$ cat src/rtl/div_pkg.sv
// Shared types and constants for the sequential restoring divider.
package div_pkg;

    typedef enum logic [1:0] {
        S_IDLE = 2'd0,
        S_RUN  = 2'd1,
        S_DONE = 2'd2
    } state_t;

    localparam int W_DEF = 8;

    // Result pattern for flagged ops; slice to the operand width at the point of use.
    localparam logic [31:0] ALL_ONES = '1;

endpackage

$ cat src/rtl/unsigned_seq_divider_16by8_if.sv
// Request/response handshake bundle between the divider and its producer/consumer.
interface unsigned_seq_divider_16by8_if
    import div_pkg::*;
#(
    parameter int W = W_DEF
) ();

    logic           in_valid;
    logic           in_ready;
    logic [2*W-1:0] z;
    logic [W-1:0]   y;
    logic           out_valid;
    logic           out_ready;
    logic [W-1:0]   q;
    logic [W-1:0]   r;
    logic           div0;
    logic           ovf;

    modport slave (
        input  in_valid, z, y, out_ready,
        output in_ready, out_valid, q, r, div0, ovf
    );

    modport master (
        output in_valid, z, y, out_ready,
        input  in_ready, out_valid, q, r, div0, ovf
    );

endinterface

$ cat src/rtl/unsigned_seq_divider_16by8_step.sv
// One restoring-division step: shift the next dividend bit into the partial remainder and trial-subtract y.
module div_restore_step
    import div_pkg::*;
#(
    parameter int W = W_DEF
) (
    input  logic [W-1:0] rem_i,
    input  logic         bit_i,
    input  logic [W-1:0] y_i,
    output logic [W-1:0] rem_o,
    output logic         qbit_o
);

    logic [W:0] partial;
    logic [W:0] trial;
    logic       borrow;

    assign partial         = {rem_i, bit_i};
    assign {borrow, trial} = {1'b0, partial} - {2'b00, y_i};

    // rem_i < y_i keeps partial < 2*y_i, so a successful trial always fits in W bits.
    assign qbit_o = ~borrow;
    assign rem_o  = borrow ? partial[W-1:0] : W'(trial);

endmodule

$ cat src/rtl/unsigned_seq_divider_16by8.sv
// Sequential 2W-by-W unsigned restoring divider, one quotient bit per cycle, valid/ready on both sides.
module unsigned_seq_divider_16by8
    import div_pkg::*;
#(
    parameter int W = W_DEF
) (
    input  logic                        clk,
    input  logic                        rst_n,
    unsigned_seq_divider_16by8_if.slave bus
);

    localparam int               CNT_W    = $clog2(W + 1);
    localparam logic [CNT_W-1:0] CNT_LAST = CNT_W'(W - 1);
    localparam logic [W-1:0]     FLAG_RES = ALL_ONES[W-1:0];

    state_t           state_q, state_d;
    logic [CNT_W-1:0] cnt_q, cnt_d;
    logic [W-1:0]     rem_q, rem_d;
    logic [W-1:0]     lo_q, lo_d;
    logic [W-1:0]     y_q, y_d;
    logic [W-1:0]     q_q, q_d;
    logic [W-1:0]     r_q, r_d;
    logic             div0_q, div0_d;
    logic             ovf_q, ovf_d;

    logic [W-1:0]     step_rem;
    logic             step_qbit;
    logic             is_div0;
    logic             is_ovf;
    logic             last_cnt;
    logic             in_ready;
    logic             out_valid;

    assign is_div0  = (bus.y == '0);
    assign is_ovf   = (bus.z[2*W-1:W] >= bus.y);
    assign last_cnt = (cnt_q == CNT_LAST);

    div_restore_step #(.W(W)) u_step (
        .rem_i  (rem_q),
        .bit_i  (lo_q[W-1]),
        .y_i    (y_q),
        .rem_o  (step_rem),
        .qbit_o (step_qbit)
    );

    always_ff @(posedge clk) begin
        if (!rst_n) state_q <= S_IDLE;
        else        state_q <= state_d;
    end

    always_comb begin
        state_d = state_q;
        unique case (state_q)
            S_IDLE: if (bus.in_valid) state_d = (is_div0 || is_ovf) ? S_DONE : S_RUN;
            S_RUN:  if (last_cnt) state_d = S_DONE;
            S_DONE: if (bus.out_ready) state_d = S_IDLE;
            default: state_d = S_IDLE;
        endcase
    end

    always_comb begin
        in_ready  = (state_q == S_IDLE);
        out_valid = (state_q == S_DONE);
    end

    // lo doubles as the quotient register: dividend bits leave at the top as quotient bits enter at the bottom.
    always_comb begin
        cnt_d  = cnt_q;
        rem_d  = rem_q;
        lo_d   = lo_q;
        y_d    = y_q;
        q_d    = q_q;
        r_d    = r_q;
        div0_d = div0_q;
        ovf_d  = ovf_q;
        unique case (state_q)
            S_IDLE: if (bus.in_valid) begin
                y_d   = bus.y;
                rem_d = bus.z[2*W-1:W];
                lo_d  = bus.z[W-1:0];
                cnt_d = '0;
                if (is_div0 || is_ovf) begin
                    div0_d = is_div0;
                    ovf_d  = ~is_div0;
                    q_d    = FLAG_RES;
                    r_d    = FLAG_RES;
                end
            end
            S_RUN: begin
                rem_d = step_rem;
                lo_d  = {lo_q[W-2:0], step_qbit};
                cnt_d = cnt_q + CNT_W'(1);
                if (last_cnt) begin
                    q_d    = {lo_q[W-2:0], step_qbit};
                    r_d    = step_rem;
                    div0_d = 1'b0;
                    ovf_d  = 1'b0;
                end
            end
            default: ;
        endcase
    end

    always_ff @(posedge clk) begin
        if (!rst_n) begin
            cnt_q  <= '0;
            q_q    <= '0;
            r_q    <= '0;
            div0_q <= 1'b0;
            ovf_q  <= 1'b0;
        end else begin
            cnt_q  <= cnt_d;
            q_q    <= q_d;
            r_q    <= r_d;
            div0_q <= div0_d;
            ovf_q  <= ovf_d;
        end
    end

    always_ff @(posedge clk) begin
        rem_q <= rem_d;
        lo_q  <= lo_d;
        y_q   <= y_d;
    end

    assign bus.in_ready  = in_ready;
    assign bus.out_valid = out_valid;
    assign bus.q         = q_q;
    assign bus.r         = r_q;
    assign bus.div0      = div0_q;
    assign bus.ovf       = ovf_q;

endmodule

$ cat src/flat_wrapper.sv
// flat-port wrapper written by rule: the top's interface ports become plain ports
module unsigned_seq_divider_16by8_flat import div_pkg::*;
#(
    parameter int W = W_DEF
)
  (clk, rst_n, bus_in_valid, bus_z, bus_y, bus_out_ready, bus_in_ready, bus_out_valid, bus_q, bus_r, bus_div0, bus_ovf);
  unsigned_seq_divider_16by8_if #(.W(W)) bus_i ();
  input  logic clk;
  input  logic rst_n;
  input wire logic [$bits(bus_i.in_valid)-1:0] bus_in_valid;
  input wire logic [$bits(bus_i.z)-1:0] bus_z;
  input wire logic [$bits(bus_i.y)-1:0] bus_y;
  input wire logic [$bits(bus_i.out_ready)-1:0] bus_out_ready;
  output wire logic [$bits(bus_i.in_ready)-1:0] bus_in_ready;
  output wire logic [$bits(bus_i.out_valid)-1:0] bus_out_valid;
  output wire logic [$bits(bus_i.q)-1:0] bus_q;
  output wire logic [$bits(bus_i.r)-1:0] bus_r;
  output wire logic [$bits(bus_i.div0)-1:0] bus_div0;
  output wire logic [$bits(bus_i.ovf)-1:0] bus_ovf;
  assign bus_i.in_valid = bus_in_valid;
  assign bus_i.z = bus_z;
  assign bus_i.y = bus_y;
  assign bus_i.out_ready = bus_out_ready;
  assign bus_in_ready = bus_i.in_ready;
  assign bus_out_valid = bus_i.out_valid;
  assign bus_q = bus_i.q;
  assign bus_r = bus_i.r;
  assign bus_div0 = bus_i.div0;
  assign bus_ovf = bus_i.ovf;
  unsigned_seq_divider_16by8 #(.W(W)) u_core (.clk(clk), .rst_n(rst_n), .bus(bus_i));
endmodule
$ cat config.mk
export PLATFORM = sky130hd
export DESIGN_NAME = unsigned_seq_divider_16by8_flat
export DESIGN_NICKNAME = d
export VERILOG_FILES = /design/src/rtl/div_pkg.sv /design/src/rtl/unsigned_seq_divider_16by8_if.sv /design/src/rtl/unsigned_seq_divider_16by8_step.sv /design/src/rtl/unsigned_seq_divider_16by8.sv /design/src/flat_wrapper.sv
export SDC_FILE = /design/constraint.sdc
export NUM_CORES = 1
export LEC_CHECK = 0
export ABC_CLOCK_PERIOD_IN_PS = 2300
export BUFFER_PORTS_ARGS = -buffer_cell sky130_fd_sc_hd__buf_2
export CAP_MARGIN = 20
export CELL_PAD_IN_SITES_DETAIL_PLACEMENT = 2
export CELL_PAD_IN_SITES_GLOBAL_PLACEMENT = 2
export CORE_UTILIZATION = 30
export CTS_CLUSTER_SIZE = 8
export DETAILED_ROUTE_END_ITERATION = 10
export GPL_TIMING_DRIVEN = 0
export PLACE_DENSITY_LB_ADDON = 0.05
export REMOVE_ABC_BUFFERS = 1
export SKIP_CTS_REPAIR_TIMING = 1
export SLEW_MARGIN = 0
export SYNTH_ARGS = -nofsm -noshare
export SYNTH_HDL_FRONTEND = slang
export SYNTH_SLANG_ARGS = --single-unit
$ cat constraint.sdc
create_clock -name clk -period 2.3 [get_ports clk]
set_clock_uncertainty 0.15 [all_clocks]
set_input_delay 0.115 -clock clk [delete_from_list [all_inputs] [get_ports clk]]
set_output_delay 0.115 -clock clk [all_outputs]
set_load 0.05 [all_outputs]
### Yosys cells after proc, flatten, opt, wreduce, memory -nomap -nowiden

Cells that the tools add are included.

| operators by class | value |
|---|---|
| add/sub/neg operators | 2 |
| $lt $le $gt $ge | 1 |
| eq/ne operators | 7 |
| multiplexer cells | 25 |
| bitwise logic cells | 2 |
| reduce and logical (&&, ||, !) cells | 8 |

Operators with widths:

| cell | count |
|---|---|
| $pmux 8 s2 | 4 |
| $mux 8 | 7 |
| $sub 9x8->10 | 1 |
| $ge 8x8->1 | 1 |
| $logic_not 8->1 | 1 |
| $mux 2 | 4 |
| $pmux 4 s2 | 1 |
| $pmux 2 s3 | 1 |
| $mux 1 | 5 |
| $add 4x1->4 const B | 1 |
| $eq 4x3->1 const B | 1 |
| $mux 4 | 1 |
| $ne 2x1->1 const B | 2 |
| $ne 2x2->1 const B | 2 |
| $pmux 1 s2 | 2 |
| $reduce_and 2->1 | 2 |
| $reduce_and 4->1 | 1 |
| $reduce_and 3->1 | 1 |
| $eq 2x1->1 const B | 1 |
| $eq 2x2->1 const B | 1 |
| $logic_not 2->1 | 1 |
| $not 1->1 | 2 |
| $reduce_bool 2->1 | 1 |
| $logic_or 1x1->1 | 1 |

| storage, ports and cells | value |
|---|---|
| register bits | 48 |
| input bits | 28 |
| output and inout bits | 20 |
| logic and storage cells | 54 |

### Depth between registers and ports, before layout

| logic depth | value |
|---|---|
| depth after elaboration | 5 |
| depth in mapped cells | 10 |
| gate-level depth less buffers | 10 |

### Modules after synthesis

Synthesis repeated with hierarchy kept, for this count alone.

| second synthesis, totals | value |
|---|---|
| cell total of the unflattened synthesis | 282 |
| area, all modules | 2673.8 um^2 |

By module, submodules not included:

| module | times used | cells each | area an instance (um^2) | sequential area each (um^2) |
|---|---|---|---|---|
| unsigned_seq_divider_16by8 | 1 | 222 | 2177.1 | 1201.2 |
| div_restore_step | 1 | 60 | 496.7 | 0.0 |

### Worst setup path before layout

Ideal clock, no wire load.

| path | value |
|---|---|
| path type | register -> register |
| from | reg u_core.lo_q[7] |
| to | reg u_core.rem_q[6] (data pin) |
| setup time | 152 ps |
| data arrival time | 1923 ps |
| required time | 1998 ps |
| setup slack | 75 ps |
| cell stages (with the launch flop) | 11 |
| path buffers | 0 |
| period minus slack after synthesis | 2225 ps |
| path through | edfxtp_1 -> inv_1 -> ha_1 -> inv_1 -> fa_1 -> a211oi_1 -> o21bai_1 -> a21oi_1 -> xnor2_1 -> o21ai_0 -> a31oi_1 |

| between the ends | value |
|---|---|
| word-level cells in the longest chain between the ends | 3 |

RTL lines:

| item | RTL line | source |
|---|---|---|
| start, declared | unsigned_seq_divider_16by8.sv:19 | `logic [W-1:0] lo_q, lo_d;` |
| start signal, assigned | unsigned_seq_divider_16by8.sv:122 | `lo_q <= lo_d;` |
| $sub 9x8->10 | unsigned_seq_divider_16by8_step.sv:19 | `assign {borrow, trial} = {1'b0, partial} - {2'b00, y_i};` |
| $mux 8 | unsigned_seq_divider_16by8_step.sv:23 | `assign rem_o = borrow ? partial[W-1:0] : W'(trial);` |
| $pmux 8 s2 | unsigned_seq_divider_16by8.sv:76 | `unique case (state_q)` |
| net u_core.rem_d[6] | unsigned_seq_divider_16by8.sv:18 | `logic [W-1:0] rem_q, rem_d;` |
| end signal, assigned | unsigned_seq_divider_16by8.sv:121 | `rem_q <= rem_d;` |
| end, declared | unsigned_seq_divider_16by8.sv:18 |  |

The timed path passes the listed nets, and every way through them passes these cells.
A chain may end at the register's enable or synchronous reset.

### Worst setup path in the final report

Ends and elaborated chain as after synthesis.

==> qor.yml <==
critical_path:
  endpoint_kind: "register"
  cp_data_arrival_time_ps: 2470
  worst-path-max-fanout: 3
  setup.worst_path.class: "register to register"
  start_kind: "register"
  r2r_cells: 10
  critPathRequiredTime_ps: 2300
status:
  violations: "negative hold slack, negative setup slack"
  status: "complete, but fails checks"
sta:
  finalSetupViolCount: 8
  timing.setup.tns_ps: -673.8
  fmax_mhz: 404.1
  period_needed_ps: 2474
  fin_hold_ws_ps: -32.50
  hold_viol_final: 4
  post-route-period-util: 1.076
  slew_headroom: 0.5790
  drv_slew: 0
  finalWorstSetupSlack_ps: -174.3
  worst_pin_slew_ps: 631.6
  rsz0062_at_grt: "yes"
cts:
  path_clk_slew_ps: 100
  clkLatencyLatePin_ps: 300
  cts.sinks: 48
  cts_buffers: 5
  cts_max_path_buffers: 2
  cts_tree: "built"
  clock-root-buffer: "clkbuf_8"
  cts-htree-levels: 2
synth:
  synth_top_flop_cell: "edfxtp_1"
  synth.distinct_cells: 53
  syn_inst: 261
  yosys_warnings: 0
  synth-edff-count: 24
  netlist_area_mm2: 0.002534
  async_flop_share: 0
  synth.yosys.seq_area_share: 0.4741
  ys_seq_elements: 48
  syn_area_per_cell_um2: 9.708
drt:
  drt_first_iter_violations: 58
  drc: 0
  ant_nets: 0
  avgViaCountPerCell: 5.040
  highest_layer: "met4"
  wl_met2_um: 4127
  avgRoutedWirePerCell_um: 17.50
  wl_met3_um: 232
  dr.pass1.iters: 4
  num_vias: 2248
  met1_length_um: 3384
  drt_wl_total_um: 7804
pwr:
  swShare: 0.3914
  switchingPower_mw: 1.250
  leakagePower_nw: 1.522
  p_total_mw: 3.195
  powerDensity_mw_per_mm2: 894.7
  vdd.ir_drop.worst_mv: 0.4021
  comb_power_share: 0.451
  cell_internal_pwr_mw: 1.944
  p_clk_frac: 0.190
  pwr-share-seq: 0.360
global_routing:
  grt_overflow: 0
  grt_max_degree: 25
  grt_use_total: 0.1719
  grt_pass1_wl_um: 11390
  grt_pass1_vias: 2191
  antenna_found_initial: 0
die:
  dieArea_mm2: 0.008817
  die_y_um: 93.90
  start_util: 0.3099
  core_mm2: 0.008175
  rows: 33
  io_pins: 48
  dieWidth_um: 93.90
placement:
  io_buffers: 47
  dpl.cell_count: 403
  hpwl_um: 5277
  gp_routability_congestion: 0.6925
layout:
  fin_cells: 446
  area_growth_syn_to_layout_pct: 40.94
  final_layout_size_suffix_gt1_frac: 0.3255
  nFillCells: 873
  n_antenna_cell: 0
  final_nets: 386
min_path:
  min_path_type: "input port to register"
  hold_depth: 3
run:
  drv_cap: 0
==> metrics by stage <==
stage	setup slack (ps)	area (um^2)	util
CTS	-645.6	3002	0.3672
global placement	-1130	2853	0.3489
finish	-174.3	3571	0.4368
global route	-317.7	3571	0.4368
detailed placement	-635.3	2890	0.3535
floorplan	-185.6	2486	-
==> path summary, 6_finish.rpt <==
kind                                     from                     endpoint  slack, ps
hold reg to reg   u_core.bus.ovf$_SDFFE_PN0P_  u_core.bus.ovf$_SDFFE_PN0P_        340
hold / removal                       bus_z[9]    u_core.rem_q[1]$_DFFE_PP_        -30
setup reg to reg     u_core.lo_q[7]$_DFFE_PP_    u_core.rem_q[6]$_DFFE_PP_       -170
setup / recovery     u_core.lo_q[7]$_DFFE_PP_    u_core.rem_q[6]$_DFFE_PP_       -170
==> routing by layer <==
metal | vias up | GRT usage
li1 | 1093 | -
met1 | 1120 | 0.2071
met2 | 30 | 0.3145
met3 | 5 | 0.03155
met4 | 0 | 0.03846
met5 | - | 0
==> Yosys cell counts, types with 3 or more instances <==
library cell	count	area, um^2
a211oi_1	3	22.52
a21oi_1	17	85.08
and2_1	3	18.77
buf_2	4	20.02
clkbuf_1	4	15.01
dfxtp_1	24	480.5
edfxtp_1	24	720.7
ha_1	17	212.7
inv_1	20	75.07
nand2_1	35	131.4
nand2b_1	3	18.77
nand3_1	5	25.02
nor2_1	13	48.80
nor2b_1	4	25.02
nor3_1	3	15.01
o211a_1	3	30.03
o21a_1	3	22.52
o21ai_0	22	110.1
o311a_1	7	70.07
or2_0	5	31.28
or2_1	3	18.77
xnor2_1	4	35.03
==> critical path, cell delays in order (launching register included) <==
cell      delay (ps)
edfxtp_1         400
inv_1             70
ha_2             190
inv_2             40
fa_2             370
a211oi_2         310
o21bai_1         120
a21oi_1          190
xnor2_1          170
o21ai_2          110
a31oi_1          200
==> logic make-up (layout without fill, tap and decap cells) <==
family | Yosys count | after routing | synth area share
buffers and inverters | 32 | 111 | 0.04987
AND/OR/NAND/NOR | 85 | 85 | 0.1630
AO/OA/AOI/OAI | 72 | 73 | 0.1990
XOR/XNOR | 4 | 4 | 0.01383
adder cells (fa/ha/maj) | 18 | 18 | 0.09185
flip-flops | 48 | 48 | 0.4741
multiplexers | 2 | 2 | 0.008395
==> placed cells by master, fill, tap and decap left out, types with 12 or more instances in the layout <==
cell type / netlist / final
edfxtp_1: 24 / 24
dfxtp_1: 24 / 24
a21oi_1: 17 / 12
inv_1: 20 / 16
buf_4: 0 / 13
buf_2: 4 / 47
nor2_1: 13 / 13
o21ai_0: 22 / 19
dlygate4sd3_1: 0 / 18
nand2_1: 35 / 34
==> flip-flops by register name, indices dropped and copies added (netlist names) <==
| name | flops |
|---|---|
| u_core.bus.r | 8 |
| u_core.lo_q | 8 |
| u_core.y_q | 8 |
| u_core.bus.div0 | 1 |
| u_core.state_q | 2 |
| u_core.bus.q | 8 |
| u_core.bus.ovf | 1 |
| u_core.rem_q | 8 |
| u_core.cnt_q | 4 |
==> final cells by class <==
cell class / count / area [um^2] / share of cell area
clock buffer: 7 / 107.6 / 0.03013
clock inverter: 1 / 3.754 / 0.001051
inverter: 21 / 83.83 / 0.02348
multi-input combinational: 182 / 1460 / 0.4089
sequential: 48 / 1201 / 0.3364
tap: 105 / 131.4 / 0.03679
timing repair buffer: 82 / 583.1 / 0.1633
==> power by group through the flow <==
| stage | clock network, mW | registers (mW) | logic, mW |
|---|---|---|---|
| 6_report | 0.606 | 1.15 | 1.44 |
| 5_1_grt | 0.651 | 1.17 | 1.56 |
| 4_1_cts | 0.622 | 1.14 | 1.07 |
| 3_5_place_dp | 0 | 1.16 | 1.07 |
| 3_3_place_gp | 0 | 1.15 | 1.03 |
| 2_1_floorplan | 0 | 1.33 | 0.553 |
(Power assumes the default switching activity.)
